$ cat config.mk
export PLATFORM = sky130hd
export DESIGN_NAME = dom_shared_gf4_mac_pipe
export DESIGN_NICKNAME = d
export VERILOG_FILES = /design/src/rtl/dom_shared_gf4_mac_pipe.sv
export SDC_FILE = /design/constraint.sdc
export NUM_CORES = 1
export LEC_CHECK = 0
export ABC_AREA = 0
export CAP_MARGIN = 25
export CORE_MARGIN = 4
export CORE_UTILIZATION = 50
export CTS_BUF_LIST = sky130_fd_sc_hd__clkbuf_2
export DETAILED_ROUTE_END_ITERATION = 8
export HOLD_SLACK_MARGIN = 0.03
export PLACE_DENSITY = 0.95
export SYNTH_ARGS = -nofsm -noshare
export SYNTH_HDL_FRONTEND = slang
export SYNTH_SLANG_ARGS = --single-unit
$ cat constraint.sdc
create_clock -name ClkxCI -period 1.7 [get_ports ClkxCI]
set_input_delay 0.425 -clock ClkxCI [delete_from_list [all_inputs] [get_ports ClkxCI]]
set_output_delay 0.425 -clock ClkxCI [all_outputs]
set_load 0.01 [all_outputs]
$ cat src/rtl/dom_shared_gf4_mac_pipe.sv
// Domain-oriented masked GF(2^2) multiply / square-scale-multiply-accumulate
// with a one-deep registered output stage and valid/ready handshaking.
module dom_shared_gf4_mac_pipe #(
  parameter int SHARES = 2,
  parameter int LANES  = 1
) (
  input  logic                                ClkxCI,
  input  logic                                RstxBI,
  input  logic [2*SHARES*LANES-1:0]           _XxDI,
  input  logic [2*SHARES*LANES-1:0]           _YxDI,
  input  logic [SHARES*(SHARES-1)*LANES-1:0]  _ZxDI,
  input  logic                                ModexSI,
  input  logic                                ValidxSI,
  output logic                                ReadyxSO,
  output logic [2*SHARES*LANES-1:0]           _QxDO,
  output logic                                ValidxSO,
  input  logic                                ReadyxSI
);

  localparam int P = SHARES * (SHARES - 1) / 2;
  localparam int TERM_W = 2 * SHARES * SHARES * LANES;

  function automatic logic [1:0] gf4_mul(input logic [1:0] a, input logic [1:0] b);
    logic e;
    e = (a[1] ^ a[0]) & (b[1] ^ b[0]);
    return {(a[1] & b[1]) ^ e, (a[0] & b[0]) ^ e};
  endfunction

  function automatic logic [1:0] gf4_sqsc(input logic [1:0] a);
    return {a[1], a[1] ^ a[0]};
  endfunction

  // Lexicographic index of the unordered share pair {i,j}, i != j.
  function automatic int pair_idx(input int i, input int j);
    int lo;
    int hi;
    lo = (i < j) ? i : j;
    hi = (i < j) ? j : i;
    return lo * SHARES - (lo * (lo + 1)) / 2 + (hi - lo - 1);
  endfunction

  logic              valid_q, valid_d;
  logic [TERM_W-1:0] term_q, term_d;
  logic              accept;
  logic [2*SHARES*LANES-1:0] q_comb;

  assign ReadyxSO = !valid_q | ReadyxSI;
  assign accept   = ValidxSI & ReadyxSO;
  assign ValidxSO = valid_q;

  always_comb begin
    valid_d = valid_q;
    if (accept) begin
      valid_d = 1'b1;
    end else if (ReadyxSI) begin
      valid_d = 1'b0;
    end
  end

  // Term matrix per lane: diagonal holds the inner-domain term, off-diagonal
  // entry (i,j) holds mul(X_i,Y_j) refreshed with the pair's mask.
  always_comb begin
    term_d = term_q;
    if (accept) begin
      for (int l = 0; l < LANES; l++) begin
        for (int i = 0; i < SHARES; i++) begin
          for (int j = 0; j < SHARES; j++) begin
            if (i == j) begin
              term_d[((l*SHARES+i)*SHARES+j)*2 +: 2] =
                gf4_mul(_XxDI[(l*SHARES+i)*2 +: 2], _YxDI[(l*SHARES+i)*2 +: 2]) ^
                (ModexSI ? gf4_sqsc(_XxDI[(l*SHARES+i)*2 +: 2] ^ _YxDI[(l*SHARES+i)*2 +: 2])
                         : 2'b00);
            end else begin
              term_d[((l*SHARES+i)*SHARES+j)*2 +: 2] =
                gf4_mul(_XxDI[(l*SHARES+i)*2 +: 2], _YxDI[(l*SHARES+j)*2 +: 2]) ^
                _ZxDI[(l*P+pair_idx(i, j))*2 +: 2];
            end
          end
        end
      end
    end
  end

  // Output shares are formed only from registered terms.
  always_comb begin
    q_comb = '0;
    for (int l = 0; l < LANES; l++) begin
      for (int i = 0; i < SHARES; i++) begin
        for (int j = 0; j < SHARES; j++) begin
          q_comb[(l*SHARES+i)*2 +: 2] = q_comb[(l*SHARES+i)*2 +: 2] ^
                                        term_q[((l*SHARES+i)*SHARES+j)*2 +: 2];
        end
      end
    end
  end

  assign _QxDO = q_comb;

  always_ff @(posedge ClkxCI or negedge RstxBI) begin
    if (!RstxBI) begin
      valid_q <= 1'b0;
      term_q  <= '0;
    end else begin
      valid_q <= valid_d;
      term_q  <= term_d;
    end
  end

endmodule

Word level (Yosys, flattened, before mapping)
Index checks and enable logic that the tools add are counted.
{"block": "totals", "register_bits": 9, "in_bits": 15}
{"block": "op_classes", "n_reduce_logical": 2, "mux": 4, "bitwise": 36}
{"operator": "2-bit bitwise XOR", "count": 8}
{"operator": "1-bit bitwise XOR", "count": 14}
{"operator": "1-bit AND", "count": 13}
{"operator": "2-bit two-way mux", "count": 2}
{"operator": "1-bit two-way mux", "count": 2}
{"operator": "2-bit nonzero test", "count": 1}
{"operator": "1-bit zero test", "count": 1}
{"operator": "1-bit OR", "count": 1}

Logic depth before layout (Yosys ltp)
Gate-level depths: netlist of the first run.
{"block": "logic_depth", "ltp_word": 4, "ltp_mapped": 5, "mapped_depth_nobuf": 5}

Worst setup path before layout of the first run
No wires, ideal clock.
{"block": "synth_path", "kind": "input to register", "from": "in _XxDI[2]", "to": "reg term_q[6]", "t_arrival_ps": 1377, "setup_time_ps": 83, "cell_stages": 5, "path_slack_ps": 241, "cell_sequence": "ha_1 > xor2_1 > nand2_1 > xor3_1 > o21ai_0"}
{"block": "synth_between", "elab_chain_cells": 4, "elab_cells_between_ends": 8, "cone_classes": "1 x mux; 7 x bitwise"}
{"element": "from (decl)", "line_no": "9", "text": "input logic [2*SHARES*LANES-1:0] _XxDI,"}
{"element": "1-bit bitwise XOR / 2-bit bitwise XOR (equally long branches)"}
{"element": "1-bit AND / 1-bit bitwise XOR (equally long branches)"}
{"element": "1-bit bitwise XOR / 2-bit two-way mux (equally long branches)", "line_no": "26, 71"}
{"element": "2-bit bitwise XOR (*)", "line_no": "70", "text": "gf4_mul(_XxDI[(l*SHARES+i)*2 +: 2], _YxDI[(l*SHARES+i)*2 +: 2]) ^"}
{"element": "to (signal assigned)", "line_no": "105", "text": "term_q <= term_d;"}
{"element": "to (decl)", "line_no": "43", "text": "logic [TERM_W-1:0] term_q, term_d;"}
Mark *: on every way between the ends. The rest lies on a longest branch, timed or not.
A chain may end at the register's enable or synchronous reset.

Final worst setup path of the first run
{"block": "layout_path", "from": "in _XxDI[0]", "to": "reg term_q[2]"}
{"block": "layout_between", "elab_chain_cells": 4, "elab_cells_between_ends": 5, "cone_classes": "5 x bitwise"}
{"element": "1-bit bitwise XOR", "line_no": "25", "text": "e = (a[1] ^ a[0]) & (b[1] ^ b[0]);"}
{"element": "1-bit AND", "line_no": "25"}
{"element": "1-bit bitwise XOR (*)", "line_no": "26", "text": "return {(a[1] & b[1]) ^ e, (a[0] & b[0]) ^ e};"}
{"element": "2-bit bitwise XOR (*)", "line_no": "75", "text": "gf4_mul(_XxDI[(l*SHARES+i)*2 +: 2], _YxDI[(l*SHARES+j)*2 +: 2]) ^"}
Marks and branches as above.

==> results of run 1 <==
worst max-delay path, stage by stage:
cell and delay (ps):
sky130_fd_sc_hd__clkdlybuf4s50_1 480, sky130_fd_sc_hd__xnor2_1 300, sky130_fd_sc_hd__buf_4 160, sky130_fd_sc_hd__nor2_1 60
sky130_fd_sc_hd__xnor2_1 160, sky130_fd_sc_hd__o21ai_0 260
synthesized netlist by cell type:
cell type,count,share of area (%)
sky130_fd_sc_hd__buf_2,1,0.77
sky130_fd_sc_hd__dfrtp_1,9,35
sky130_fd_sc_hd__ha_1,4,7.7
sky130_fd_sc_hd__nand2_1,17,9.8
sky130_fd_sc_hd__nand2b_1,2,1.9
sky130_fd_sc_hd__nor2_1,4,2.3
sky130_fd_sc_hd__o21ai_0,7,5.4
sky130_fd_sc_hd__o21ai_1,1,0.77
sky130_fd_sc_hd__xnor2_1,16,21
sky130_fd_sc_hd__xor2_1,6,8.1
sky130_fd_sc_hd__xor3_1,2,7.3
cell type report:
| type | instances | area [sq um] | share of cell area (%) |
|---|---|---|---|
| Multi-Input combinational cell | 59 | 444.2 | 45.45 |
| Timing Repair Buffer | 31 | 270.3 | 27.66 |
| Sequential cell | 9 | 225.2 | 23.05 |
| Clock buffer | 4 | 20.02 | 2.049 |
| Tap cell | 14 | 17.52 | 1.793 |
kinds of logic (layout without fill, tap and decap cells):
kind of cell | after synthesis | in the layout
XOR/XNOR | 24 | 24
AND/OR/NAND/NOR | 23 | 23
flip-flops | 9 | 9
AO/OA/AOI/OAI | 8 | 8
adder cells (fa/ha/maj) | 4 | 4
buffers and inverters | 1 | 35
power groups by stage:
| stage | clock, W | combinational [W] | sequential, W |
|---|---|---|---|
| floorplan | 0 | 0.000192 | 0.000289 |
| global placement | 0 | 0.000369 | 0.000293 |
| detailed placement | 0 | 0.000384 | 0.000297 |
| CTS | 0.000135 | 0.000353 | 0.000292 |
| global route | 0.000147 | 0.000403 | 0.000296 |
| finish | 0.000135 | 0.000368 | 0.000292 |
how the worst min path moves through the flow:
stage / from / end / cells after the start
after CTS: RstxBI / term_q[0] / 1
after global routing: RstxBI / term_q[0] / 1
final: RstxBI / term_q[0] / 1
after global placement: term_q[4] / term_q[4] / 2
after floorplan: RstxBI / ValidxSO / 0
after detailed placement: term_q[1] / term_q[1] / 2
sequential cells by signal (all words and copies together) (netlist names):
signal    count
term_q        8
ValidxSO      1
metal layers:
layer / track usage [%] / vias to the layer above / wire [microns]
met4: 9.036 / 0 / 110
met3: 1.626 / 10 / 113
met1: 13.82 / 263 / 615
met5: 0 / - / 0
met2: 33.72 / 29 / 916
li1: - / 289 / -
per-stage QoR:
stage	hold slack, ps	instances	worst slack [ps]	power, W	cell area, sq um
5_1_grt	487.4	117	-80.92	0.0008464	977.2
4_1_cts	481.2	117	11.22	0.0007802	972.2
3_3_place_gp	482.4	113	-291.0	0.0006613	947.2
2_1_floorplan	129.4	69	240.5	0.0004810	651.9
3_5_place_dp	489.5	113	-386.6	0.0006805	947.2
6_report	471.8	117	-10.64	0.0007956	977.2
repair_timing:
item,in CTS,in global routing
resized for setup,10,3
endpoints found under the setup margin,6,3
pin swaps,1,0
==> flow_results.org, run 1 <==
** Synth
- Synthesis-stage register bit count :: 9
- Part of the Yosys area used for sequential elements :: 34.55%
- Gate count after technology mapping :: 69
- Summing the areas of all compound-gate instances in the mapped netlist gives 6.142% of the synthesized area.
- Yosys printed 0 warnings.
- Combinational family with the most area after synthesis :: XOR/XNOR gates
- Share of the synthesized netlist area taken by xor and xnor gates :: 36.85%
- Of the total synthesized cell area, the portion taken by AND, OR, NAND and NOR gates is 14.01%.
- Each instance of the synthesized netlist takes up on average 9.447 sq um.
- Of the total synthesized cell area, the portion taken by full adders, half adders and majority gates is 7.678%.
- Area of the mapped netlist :: 651.9 sq um
- Synthesis instantiated 11 different standard cells from the library.
- Measured against the total synthesized area, the mux share comes to 0%.
- Net Count, Synth :: 88

** Setup path
- STA classifies the critical path startpoint as an input port.
- Data on the critical path arrives at its endpoint at 1840 ps.
- Worst EP required :: 1830 ps
- Worst reg2reg path depth :: 5
- Timing startpoint of the critical path :: _XxDI[0]
- STA classifies the critical path endpoint as a flip-flop.
- The worst register-to-register path ends at term_q[2].
- The worst setup path is of the in -> reg kind.
- Crit path to :: term_q[2]
- Crit-path max FO :: 3
- The startpoint identified for the worst register-to-register timing path is ValidxSO.
- In this run the register-to-register setup slack is 510 ps.

** Routing
- Dividing the detail-routed via count by the number of cells gives 5.051.
- Post-route antenna net violation count :: 0
- Final Routed Wirelength :: 1755 microns
- 1st-iter DRT viols :: 7
- The first detailed-routing pass took 4 iterations.
- After detailed routing, the average wire length per cell comes to 15.00 microns.
- Drc violations :: 0
- Across all layers, the routed design uses 591 vias.

** Pwr
- Cell internal power was estimated by the tool at 0.0005233 W.
- Total power divided by cell area :: 814.2 nW/um^2
- In this run switching power makes up 34.22% of total power.
- Of the total power, combinational logic draws 46.3%.
- Clk network pwr share :: 17.0%
- For this design the static power due to leakage is 0.4546 nW.
- IR analysis of the VDD net gives a maximum drop of 414.2 uV.
- Of the total power, registers draw 36.7%.
- The analysis attributes to net switching a power of 0.0002723 W.

** Status
- The run finished, with violations left.
- Violations in the final reports :: setup timing

** Floorplan
- Row generation in the floorplan step produced 12 rows.
- Measured along the y axis, the die boundary spans 44.11 microns.
- Area of the placeable core :: 1171 sq um
- In this run the count of I/O pins placed on the die edge is 21.
- The initial utilization of the core area, before any placement, comes to 55.66%.
- The floorplan step defined a die boundary enclosing 1945 sq um.
- Die width :: 44.11 microns

** Clock tree
- The clock drives 9 sinks.
- Post-CTS timing repair inserted 0 buffers for setup.
- Clock-pin slew was measured on the worst setup and hold paths at 90 ps.
- TritonCTS built the clock tree.
- After clock tree synthesis, the flow added hold-fix buffers numbering 0.
- Level count of the clock H-tree :: 1
- Clock tree synthesis selected as its root buffer the cell sky130_fd_sc_hd__clkbuf_2.
- For the worst-skew pair, the clock arrives at the later sink with an insertion delay of 240 ps.
- Clock buffer count from CTS :: 3
- Max Root-Sink Buffers :: 2

** Timing
- Fmax :: 0.5846 GHz
- Slew HR :: 73.03%
- Transition time at the pin with the least slew margin :: 403.3 ps
- Final Max Tran Viols :: 0
- Worst-case setup margin in the final layout :: -10.64 ps
- The clock arrives with 3.787 ps of skew.
- Total setup violations reported at the end of the flow :: 1
- In the finished design, the share of the clock period the worst path needs comes to 100.6%.
- The final count of hold timing violations came to 0.
- Aggregate negative setup slack :: -10.64 ps
- Subtracting the final worst setup slack from the clock period gives 1711 ps.

** Placement
- Detailed placement ended at an HPWL of 1203 microns.
- Routability cong. :: 0.7718
- IO Port Bufs :: 20

** Worst hold path
- Worst hold path type :: in -> async

** Layout
- Antenna diodes :: 0
- Cells with a size suffix above 1 make up 18.45% of the layout.
- In the layout the commonest cells are sky130_fd_sc_hd__nand2_1 (17), sky130_fd_sc_hd__xnor2_1 (15), sky130_fd_sc_hd__clkdlybuf4s50_1 (13).
- Filler cells :: 73
- Cells fill 83.44% of the core in the end.
- Net count of the finished layout :: 123
- The area growth from synthesis to layout is 49.90%.
- Leaving out fill and tap cells, the most frequent cell in the layout is sky130_fd_sc_hd__nand2_1.

** Flow run
- Max-cap violations in this run came to 0.

** Global route
- Total grt overflow :: 0
- Largest net degree at the start of global routing :: 10
- First-pass GRT wire length :: 2318 microns
- For this run, the total global-route usage over all layers was measured as 15.98%.
- The via count of the first global-routing pass is 634.
- The number of antenna violations at the first check in global routing came to 0.
No activity file was read; power rests on OpenSTA's default activity.
==> run 2: changes to the inputs <==
--- a/config.mk
+++ b/config.mk
@@ -8,11 +8,12 @@
 export ABC_AREA = 0
 export CAP_MARGIN = 25
 export CORE_MARGIN = 4
-export CORE_UTILIZATION = 50
+export CORE_UTILIZATION = 35
 export CTS_BUF_LIST = sky130_fd_sc_hd__clkbuf_2
 export DETAILED_ROUTE_END_ITERATION = 8
 export HOLD_SLACK_MARGIN = 0.03
-export PLACE_DENSITY = 0.95
+export PLACE_DENSITY = 0.73
+export RECOVER_POWER = 50
 export SYNTH_ARGS = -nofsm -noshare
 export SYNTH_HDL_FRONTEND = slang
 export SYNTH_SLANG_ARGS = --single-unit
==> run 2 against run 1 <==
  * The run now ends clean
  * Die area up 35%
  * Critical path depth stayed put
  * Global-route usage shrank 5.2 points
  * Register-to-register slack better by 120 ps
  * Via count fell by 8.5%
  * Critical path type unchanged
  * Largest power group unchanged
  * Clock-buffer cell count unchanged
  * Final cell count is 8.5% higher
  * Sequential power barely moved
  * Core utilization decreased by 27 points
  * Setup slack improved by 93 ps
  * Largest cell class unchanged
  * Clock skew fell by 1.9 ps
==> flow_results.org, run 2 (synthesis gave the netlist of run 1 again) <==
** Routing
- Signal routing reaches up to met4.
- After detailed routing, the met3 layer carries 98 microns of wire.
- In the detailed route, the total length drawn on met2 is 576 microns.
- After the first detailed-routing iteration, the DRC count stood at 1.
- In this run the remaining antenna-violating nets after routing total 0.
- Average via count per standard cell :: 4.260
- Final routed wire length divided by cell count :: 9.976 microns
- Drc violations :: 0
- Sum of routed wire segments on met1 :: 550 microns
- Final Routed Wirelength :: 1267 microns
- Vias :: 541
- Total iterations of the first detailed-routing run :: 2

** Clock tree
- Number of setup buffers added after CTS :: 0
- The clock net in this run drives a total of 9 sinks.
- Clock tree synthesis selected as its root buffer the cell sky130_fd_sc_hd__clkbuf_2.
- The longest clock path from root to sink contains 2 buffers.
- In this run the number of H-tree levels came out at 1.
- Clock tree from TritonCTS :: built
- Clk Latency, worst-skew pair :: 250 ps
- In this run, post-CTS hold repair placed 0 buffers.
- Clock buffer count from CTS :: 3
- After clock tree synthesis, the clock-pin slew on the worst setup and hold paths is 80 ps.

** Layout
- The register with the most flip-flops in the layout has 8 of them.
- Ranked by flip-flop count, first place goes to term_q.
- The final layout contains 122 nets.
- Fill cells in the final layout number 171.
- Summing all multi-input logic gate instances after layout gives 439.2 sq um.
- The finished layout holds 127 standard cells, fillers aside.
- Antenna diodes :: 0
- Layout overhead on the synthesized area :: 52.40%
- The library cell used most frequently in the layout, excluding fill and tap cells, is sky130_fd_sc_hd__nand2_1.
- Of the cells placed in the final design, the portion with a size suffix greater than 1 is 17.65%.
- Most frequent cells in the layout :: sky130_fd_sc_hd__nand2_1 (17), sky130_fd_sc_hd__xnor2_1 (14), sky130_fd_sc_hd__clkdlybuf4s50_1 (14)
- Post-Layout Inst Area :: 993.5 sq um
- Cells fill 56.92% of the core in the end.
- Sequential cell area :: 225.2 sq um

** Placement
- Post-detailed-placement half-perimeter wirelength :: 1075 microns
- Post-Place Cell Area :: 965.9 sq um
- The count of buffers added on input and output ports is 20.
- Worst slack after detailed placement :: -281.4 ps
- Counting tap cells, the placed design contains a total of 123 instances.
- Routability cong. :: 0.7889

** Floorplan
- Area of the placeable core :: 1745 sq um
- The die is 51.16 microns wide.
- Y dimension of the die :: 51.16 microns
- Effective utilization at floorplan :: 37.35%
- The floorplan has 15 rows.
- The die covers 2617 sq um.
- Pin placement for this block handled 21 I/O pins.

** Timing
- Hold violation count in the final report :: 0
- Final hold analysis gives a worst-case slack of 500.5 ps.
- Setup violations remaining at the end of the flow were counted as 0.
- Worst-case setup margin in the final layout :: 82.10 ps
- Of the available clock period, the critical path in the final layout requires 95.17%.
- Clock skew on the completed layout was measured at 1.921 ps.
- For the pin with the worst max-slew slack, the measured transition is 426.8 ps.
- For this run, the top clock speed supported by timing is 0.6181 GHz.
- Setup repair after global routing missed its margin :: no
- The max-slew violation count came to 0.
- Final min period :: 1618 ps
- In this run the tightest slew margin relative to its limit is 71.45%.

** Global route
- GRT Util Overall :: 10.74%
- Number of antenna violations at the first check in global routing :: 0
- Entering global routing, the biggest net connects 17 pins.
- The first global-routing pass estimated 2056 microns of wire.
- Summed over all layers, the global routing overflow is 0.
- The via count of the first global-routing pass was 529.

** Setup path
- The critical path is of the in -> reg type.
- Worst reg2reg path depth :: 6
- Worst path arrival time :: 1800 ps
- In this run the worst path has a maximum fanout of 3.
- Kind of end point of the critical path :: flip-flop
- The worst setup path is launched from an input port.
- Data on the critical path is required at its endpoint by 1880 ps.

** Worst hold path
- Worst hold path type :: reg -> reg
- Number of cells on the worst hold path :: 2

** Flow run
- Number of maximum-capacitance constraint violations :: 0

** Pwr
- In this run the power density over the cells is 775.5 nW/um^2.
- Leakage :: 0.4580 nW
- The worst-case IR drop observed on VDD is 290.4 uV.

** Status
- The flow ran to the end, and the final reports show no timing, DRC or antenna violations.
## run 2: area by class of cell
| cell class | instances | area share [%] |
|---|---|---|
| Clock buffer | 4 | 2.015 |
| Multi-Input combinational cell | 59 | 44.21 |
| Tap cell | 25 | 3.149 |
| Sequential cell | 9 | 22.67 |
| Timing Repair Buffer | 30 | 27.96 |
## run 2: path summary, 6_finish.rpt
kind	end	start	slack [ps]
setup / recovery	term_q[0]	_XxDI[1]	80
max in group asynchronous	term_q[1]	RstxBI	860
setup reg to reg	term_q[4]	ValidxSO	630
hold reg to reg	term_q[5]	term_q[5]	500
min in group asynchronous	term_q[7]	RstxBI	540
hold / removal	term_q[5]	term_q[5]	500
## run 2: layer usage
metal	up-vias	global-route usage, %
met3	5	2.332
li1	288	-
met5	-	0
met1	226	11.69
met4	0	9.417
met2	22	17.38
## run 2: metrics by stage
stage,total power [W],setup TNS (ps)
4_1_cts,0.0007837,0
3_5_place_dp,0.0006718,-1092
2_1_floorplan,0.0004810,0
3_3_place_gp,0.0006646,-947.5
5_1_grt,0.0008319,0
6_report,0.0007705,0
## run 2: where the power goes
part           switching, W  internal [W]  leakage (nW)
registers         0.0000299      0.000260         0.110
logic              0.000144      0.000201         0.331
clock network     0.0000743     0.0000625        0.0166
## run 2: worst max-delay path, cell delays in order
cell,delay [ps]
sky130_fd_sc_hd__clkdlybuf4s50_1,460
sky130_fd_sc_hd__ha_1,340
sky130_fd_sc_hd__xor2_1,170
sky130_fd_sc_hd__nand2_1,70
sky130_fd_sc_hd__xor3_1,220
sky130_fd_sc_hd__o21ai_1,120
## run 2: what timing repair did
action / in CTS / in global routing
pin swaps: 1 / 1
resized for setup: 6 / 5
setup endpoints to repair: 6 / 2
